`src/rtl/seqdec_param_if.sv`:
```
// Bus bundle for the programmable serial sequence detector.
// Handshake: i_en is a valid qualifier with an implicit always-ready sink; a bit is consumed on every rising edge with i_en=1 and i_load=0, and o_out is a one-cycle registered pulse with no backpressure.
interface seqdec_param_if #(
    parameter int WIDTH = 8,
    parameter int CNT_W = 8
);
    logic             i_inp;
    logic             i_en;
    logic             i_overlap;
    logic             i_load;
    logic [WIDTH-1:0] i_pat_in;
    logic             i_clear_cnt;
    logic             o_out;
    logic             o_armed;
    logic [CNT_W-1:0] o_match_cnt;

    modport master (
        output i_inp, i_en, i_overlap, i_load, i_pat_in, i_clear_cnt,
        input  o_out, o_armed, o_match_cnt
    );

    modport slave (
        input  i_inp, i_en, i_overlap, i_load, i_pat_in, i_clear_cnt,
        output o_out, o_armed, o_match_cnt
    );
endinterface

```
`src/rtl/seqdec_param.sv`:
```
// Run-time programmable serial sequence detector with overlap control,
// registered match pulse and saturating match counter.
module seqdec_param #(
    parameter int               WIDTH   = 8,
    parameter logic [WIDTH-1:0] PATTERN = 8'b10010011,
    parameter int               CNT_W   = 8
) (
    input  logic          i_clk,
    input  logic          i_rst,
    seqdec_param_if.slave bus
);
    localparam int               FILL_W   = $clog2(WIDTH + 1);
    localparam logic [FILL_W-1:0] FILL_MAX = FILL_W'(WIDTH);
    localparam logic [CNT_W-1:0]  CNT_MAX  = '1;

    logic [WIDTH-1:0]  r_hist;
    logic [FILL_W-1:0] r_fill;
    logic [WIDTH-1:0]  r_pat;
    logic              r_out;
    logic [CNT_W-1:0]  r_cnt;

    logic [WIDTH-1:0]  w_hist_n;
    logic [FILL_W-1:0] w_fill_n;
    logic              w_match;

    // Candidate history/fill as they would be after consuming i_inp this edge.
    always_comb begin
        w_hist_n = {r_hist[WIDTH-2:0], bus.i_inp};
        w_fill_n = (r_fill == FILL_MAX) ? r_fill : r_fill + FILL_W'(1);
        w_match  = bus.i_en && !bus.i_load &&
                   (w_fill_n == FILL_MAX) && (w_hist_n == r_pat);
    end

    always_ff @(posedge i_clk or posedge i_rst) begin
        if (i_rst) begin
            r_hist <= '0;
            r_fill <= '0;
            r_pat  <= PATTERN;
            r_out  <= 1'b0;
        end else if (bus.i_load) begin
            r_pat  <= bus.i_pat_in;
            r_hist <= '0;
            r_fill <= '0;
            r_out  <= 1'b0;
        end else if (bus.i_en) begin
            r_hist <= w_hist_n;
            r_out  <= w_match;
            // Non-overlapping mode restarts the fill so the next match needs WIDTH fresh bits.
            r_fill <= (w_match && !bus.i_overlap) ? '0 : w_fill_n;
        end else begin
            r_out  <= 1'b0;
        end
    end

    always_ff @(posedge i_clk or posedge i_rst) begin
        if (i_rst) begin
            r_cnt <= '0;
        end else if (bus.i_clear_cnt) begin
            r_cnt <= '0;
        end else if (w_match && (r_cnt != CNT_MAX)) begin
            r_cnt <= r_cnt + CNT_W'(1);
        end
    end

    assign bus.o_out       = r_out;
    assign bus.o_armed     = (r_fill == FILL_MAX);
    assign bus.o_match_cnt = r_cnt;
endmodule
```
`src/flat_wrapper.sv`:
```
// flat-port wrapper written by rule: the top's interface ports become plain ports
module seqdec_param_flat 
#(
    parameter int               WIDTH   = 8,
    parameter logic [WIDTH-1:0] PATTERN = 8'b10010011,
    parameter int               CNT_W   = 8
)
  (i_clk, i_rst, bus_i_inp, bus_i_en, bus_i_overlap, bus_i_load, bus_i_pat_in, bus_i_clear_cnt, bus_o_out, bus_o_armed, bus_o_match_cnt);
  seqdec_param_if #(.WIDTH(WIDTH), .CNT_W(CNT_W)) bus_i ();
  input  logic i_clk;
  input  logic i_rst;
  input wire logic [$bits(bus_i.i_inp)-1:0] bus_i_inp;
  input wire logic [$bits(bus_i.i_en)-1:0] bus_i_en;
  input wire logic [$bits(bus_i.i_overlap)-1:0] bus_i_overlap;
  input wire logic [$bits(bus_i.i_load)-1:0] bus_i_load;
  input wire logic [$bits(bus_i.i_pat_in)-1:0] bus_i_pat_in;
  input wire logic [$bits(bus_i.i_clear_cnt)-1:0] bus_i_clear_cnt;
  output wire logic [$bits(bus_i.o_out)-1:0] bus_o_out;
  output wire logic [$bits(bus_i.o_armed)-1:0] bus_o_armed;
  output wire logic [$bits(bus_i.o_match_cnt)-1:0] bus_o_match_cnt;
  assign bus_i.i_inp = bus_i_inp;
  assign bus_i.i_en = bus_i_en;
  assign bus_i.i_overlap = bus_i_overlap;
  assign bus_i.i_load = bus_i_load;
  assign bus_i.i_pat_in = bus_i_pat_in;
  assign bus_i.i_clear_cnt = bus_i_clear_cnt;
  assign bus_o_out = bus_i.o_out;
  assign bus_o_armed = bus_i.o_armed;
  assign bus_o_match_cnt = bus_i.o_match_cnt;
  seqdec_param #(.WIDTH(WIDTH), .PATTERN(PATTERN), .CNT_W(CNT_W)) u_core (.i_clk(i_clk), .i_rst(i_rst), .bus(bus_i));
endmodule
```
`config.mk`:
```
export PLATFORM = sky130hd
export DESIGN_NAME = seqdec_param_flat
export DESIGN_NICKNAME = d
export VERILOG_FILES = /design/src/rtl/seqdec_param_if.sv /design/src/rtl/seqdec_param.sv /design/src/flat_wrapper.sv
export SDC_FILE = /design/constraint.sdc
export NUM_CORES = 1
export LEC_CHECK = 0
export ABC_AREA = 1
export CORE_UTILIZATION = 40
export CTS_CLUSTER_SIZE = 28
export DETAILED_ROUTE_END_ITERATION = 10
export GPL_TIMING_DRIVEN = 0
export RECOVER_POWER = 25
export SLEW_MARGIN = 20
export SYNTH_ARGS = -nofsm -noshare
export SYNTH_HDL_FRONTEND = slang
export SYNTH_SLANG_ARGS = --single-unit
```
`constraint.sdc`:
```
create_clock -name i_clk -period 1.6 [get_ports i_clk]
set_input_delay 0.32 -clock i_clk [delete_from_list [all_inputs] [get_ports i_clk]]
set_output_delay 0.32 -clock i_clk [all_outputs]
set_load 0.1 [all_outputs]
```
==> Word-level counts from Yosys, hierarchy flattened <==
Index checks and enable logic that the tools add are counted.
{ "word_totals": {"register_bits": 28} }
{ "op_classes": {"n_eq_ne": 4, "n_mux": 10, "addsub": 2, "n_reduce_logical": 9} }
{ "op_table": {"columns": ["op", "n"], "rows": [
  ["$mux W4", 4],
  ["$mux W8", 2],
  ["$mux W7", 2],
  ["$add A8 B1 Y8 const B", 1],
  ["$eq A4 B4 Y1 const B", 2],
  ["$eq A8 B8 Y1", 1],
  ["$ne A8 B8 Y1 const B", 1],
  ["$logic_and A1 B1 Y1", 5],
  ["$add A4 B1 Y4 const B", 1],
  ["$reduce_bool A2 Y1", 2],
  ["$logic_not A1 Y1", 2],
  ["$mux W1", 2]
]} }

==> Depth between registers and ports, before layout <==
{ "depth": {"depth_word": 9, "mapped_depth": 11, "mapped_depth_nobuf": 11} }

==> Least setup slack after synthesis <==
OpenSTA, ideal clock, no wires.
{ "synth_path": {"kind": "register to register", "startpoint": "register u_core.r_fill[0]", "endpoint": "register u_core.r_cnt[6], in the netlist u_core.bus.o_match_cnt[6]", "setup_ps": 121, "n_path_buf": 0, "arrival_ps": 2559, "path_stages_with_launch": 12, "slack_ps": -1081, "cell_sequence": "dfrtp_1 inv_1 ha_1 nand2_1 nor2_1 nand2_1 nand2_1 inv_1 nand3_4 nor2_8 nand4_1 nand2_1"} }
{ "synth_via": {"elab_chain_cells": 7} }
{ "synth_lines": {"columns": ["element", "line", "source"], "rows": [
  ["start: declaration", "seqdec_param.sv:17", "logic [FILL_W-1:0] r_fill;"],
  ["start signal: assignment", "seqdec_param.sv:49", "r_fill <= (w_match && !bus.i_overlap) ? '0 : w_fill_n;"],
  ["$eq A4 B4 Y1", null, null],
  ["via bus_o_armed", "flat_wrapper.sv:19", "output wire logic [$bits(bus_i.o_armed)-1:0] bus_o_armed;"],
  ["$mux W4", "seqdec_param.sv:29", "w_fill_n = (r_fill == FILL_MAX) ? r_fill : r_fill + FILL_W'(1);"],
  ["$eq A4 B4 Y1", "seqdec_param.sv:31", "(w_fill_n == FILL_MAX) && (w_hist_n == r_pat);"],
  ["$logic_and A1 B1 Y1", "seqdec_param.sv:30", "w_match = bus.i_en && !bus.i_load &&"],
  ["$logic_and A1 B1 Y1", "seqdec_param.sv:31", null],
  ["$logic_and A1 B1 Y1", "seqdec_param.sv:60", "end else if (w_match && (r_cnt != CNT_MAX)) begin"],
  ["$reduce_bool A2 Y1 (no source line)", null, null],
  ["end signal: assignment", "seqdec_param.sv:61", "r_cnt <= r_cnt + CNT_W'(1);"],
  ["end: declaration", "seqdec_param.sv:20", "logic [CNT_W-1:0] r_cnt;"]
]} }
The timed path passes the listed nets, and every way through them passes these cells.
A chain may end at the register's enable or synchronous reset.

==> Final worst setup path <==
{ "layout_path": {"startpoint": "register u_core.r_fill[0]", "endpoint": "output port bus_o_armed"} }
{ "layout_via": {"elab_chain_cells": 1} }
{ "layout_lines": {"columns": ["element", "line", "source"], "rows": [
  ["$eq A4 B4 Y1", "seqdec_param.sv:66", "assign bus.o_armed = (r_fill == FILL_MAX);"],
  ["end: declaration", "flat_wrapper.sv:19", null]
]} }
No other way between the ends.

==> flow_summary_export.csv <==
group,metric,value,unit
status,status,"finished with violations",
status,violations,"setup timing",
finish,final_common_cell,"nand2_1",
place,placed_area,0.001968,mm^2
synthesis,ys_ff_latch,28,
clocking,cts_made_buffers,3,
synthesis,seq_area_frac_synth,42.96,%
synthesis,synth_top_family_by_area,"simple AND/OR/NAND/NOR gates",
synthesis,netlist_area,0.001643,mm^2
pwr,leakagePower,0.001068,uW
sta,fin_skew,0.002293,ns
finish,layout_common_cells,"nand2_1, inv_1, dfrtp_1",
global_route,antenna_found_initial,0,
sta,drv_slew,0,
clocking,cts_buffer_depth,2,
clocking,cts_sinks,28,
setup_path,cp-start-kind,"flip-flop",
die,core-area,0.003799,mm^2
die,die_width,66.09,um
synthesis,synth_xor_area_share,2.133,%
sta,relSlewSlack,28.28,%
place,globalplace.congestion,0.7858,
sta,fmax,621.6,MHz
clocking,worstSkewPairLatency,0.27,ns
clocking,htreeDepth,1,
routing,wirelength,3487,um
clocking,postCtsHoldBufs,0,
setup_path,critical_path_depth,5,
die,die_y,66.09,um
place,port_buffers,23,
setup_path,end_kind,"primary output",
setup_path,reg2reg_from,"u_core.r_fill[0]",
die,io_pins,25,
finish,finalInstanceArea,0.002106,mm^2
finish,drive_above_1_share,25.61,%
synthesis,yosysUniqueCellTypes,26,
synthesis,avgSynthCellArea,7.823,um^2
pwr,power_density,662.5,mW/mm^2
setup_path,crit_required,1.28,ns
finish,area_growth,28.18,%
clocking,cts.clk_slew.worst_paths,0.09,ns
synthesis,synth_compound_area_share,7.083,%
routing,dr.pass1.iters,4,
sta,finalHoldViolCount,0,
run,drv_cap,0,
synthesis,synth_nets,228,
global_route,grt_overflow,0,
routing,drc_errors,0,
global_route,grt_first_pass_wirelength,5899,um
setup_path,critPathBufInv,2,
setup_path,worst-r2r-setup-slack,0.01,ns
global_route,grt_pass1_vias,1268,
routing,num_vias,1434,
pwr,peakVddDrop,0.4137,mV
setup_path,crit_path_start,"u_core.r_fill[0]",
setup_path,cp_max_fo,3,
place,dpl.hpwl,2549,um
min_path,hp-class,"input port to flip-flop",
sta,period_minus_slack,1.609,ns
setup_path,crit_chain,"inv_2 -> ha_4 -> nand2_2 -> nor2_4 -> buf_12",
routing,drt_iter0_drc,58,
global_route,grt_use_total,17.86,%
setup_path,critical-path-top-delay-family,"flip-flops",
sta,setup_viol,1,
routing,drtAntennaViolNets,0,
routing,drt-vias-per-instance,4.878,
finish,antennaDiodeCount,0,
synthesis,yosysWarnings,0,
setup_path,regToRegEndpoint,"u_core.bus.o_match_cnt[6]",
sta,worstMarginPinSlew,1.075,ns
setup_path,slowest_stage,"dfrtp_1",
synthesis,synth.area.mux_share,0,%
sta,rsz0062_at_grt,"true",
synthesis,synth_simple_gate_area_share,35.80,%
routing,wl_per_cell,11.86,um
global_route,grt_max_degree,29,
setup_path,arrival,1.29,ns
setup_path,worstRegToRegCells,8,
finish,nNetsFinal,265,
place,pre_cts_slack,-0.6823,ns
setup_path,worst_path_largest_cell_delay,0.43,ns
sta,worst_slack,-0.008776,ns
clocking,cts_tree,"yes",
sta,period_share,100.5,%
pwr,finalPower,1395,uW
setup_path,endpoint,"bus_o_armed",
sta,setup_tns,-0.008776,ns
setup_path,worst-setup-path-type,"flip-flop to primary output",
synthesis,synthCells,210,
die,rows,22,
clocking,root_buffer,"clkbuf_8",
die,initial_core_util,43.25,%
finish,utilization,55.43,%
die,dieArea,0.004367,mm^2
synthesis,synth-adder-area-share,2.285,%
==> worst min-delay path by stage <==
stage | startpoint | endpoint | slack (ns) | depth (start not counted)
after global placement | u_core.r_pat[0] | u_core.r_pat[0] | 0.49 | 2
after global routing | bus_i_load | u_core.r_pat[3] | 0.50 | 2
after floorplan | i_rst | u_core.bus.o_match_cnt[0] | 0.38 | 1
final | bus_i_load | u_core.r_pat[6] | 0.46 | 2
after CTS | bus_i_load | u_core.r_pat[4] | 0.23 | 2
after detailed placement | u_core.r_pat[0] | u_core.r_pat[0] | 0.49 | 2
==> logic make-up (layout without fill, tap and decap cells) <==
kind of cell | after synthesis | count (layout)
xor+xnor | 4 | 4
simple gates | 114 | 114
flops | 28 | 28
compound gates | 21 | 21
fa+ha+maj | 3 | 3
buf+inv | 40 | 76
==> state kept, by name (all words and copies together), names as in the netlist <==
name                    count
u_core.r_fill               4
u_core.bus.o_match_cnt      8
u_core.r_pat                8
u_core.r_hist               7
u_core.bus.o_out            1
==> metal layers <==
metal | up-vias | part of all wire (%) | track usage, %
met5 | - | 0 | 0
met1 | 657 | 51 | 26.74
li1 | 745 | - | -
met3 | 4 | 4.2 | 2.759
met2 | 28 | 44 | 26.15
met4 | 0 | 1.1 | 5.585
==> through the flow <==
step / instances / hold WS (ns)
finish: 294 / 0.4590
global route: 294 / 0.5028
CTS: 289 / 0.2345
detailed placement: 281 / 0.4914
global placement: 281 / 0.4894
floorplan: 210 / 0.3822
==> synth_stat cells, drive strengths merged <==
cell | n | area (um^2)
nand2 | 66 | 260.3
inv | 35 | 131.4
dfrtp | 24 | 600.6
nand3 | 19 | 125.1
nor2 | 17 | 113.9
nand4 | 11 | 83.83
o21ai | 11 | 55.05
o22ai | 9 | 56.30
dfstp | 4 | 105.1
xor2 | 4 | 35.03
buf | 3 | 21.27
ha | 3 | 37.54
clkbuf | 2 | 7.510
a21oi | 1 | 5.000
nor3 | 1 | 5.000
==> power breakdown <==
| part | switching [uW] | internal [uW] | total, uW |
|---|---|---|---|
| clock | 218 | 179 | 396 |
| combinational | 140 | 102 | 243 |
| sequential | 16.5 | 740 | 756 |
| total | 374 | 1020 | 1400 |
==> area by class of cell <==
| type | count | area, um^2 |
|---|---|---|
| well taps | 48 | 60.06 |
| plain buffers | 5 | 21.27 |
| inverters | 35 | 131.4 |
| flip-flops and latches | 28 | 718.2 |
| fillers | 369 | 1693 |
| multi-input cells | 142 | 838.3 |
| repair buffers | 32 | 291.5 |
| clock buffers | 4 | 45.04 |
==> repair_timing <==
item | 4_1_cts | 5_1_grt
endpoints found under the hold margin | 0 | 0
resized for setup | 51 | 10
setup buffers | 4 | 5
pin swaps | 8 | 3
endpoints found under the setup margin | 19 | 16
Note: power is estimated with default switching activity, not from simulation.
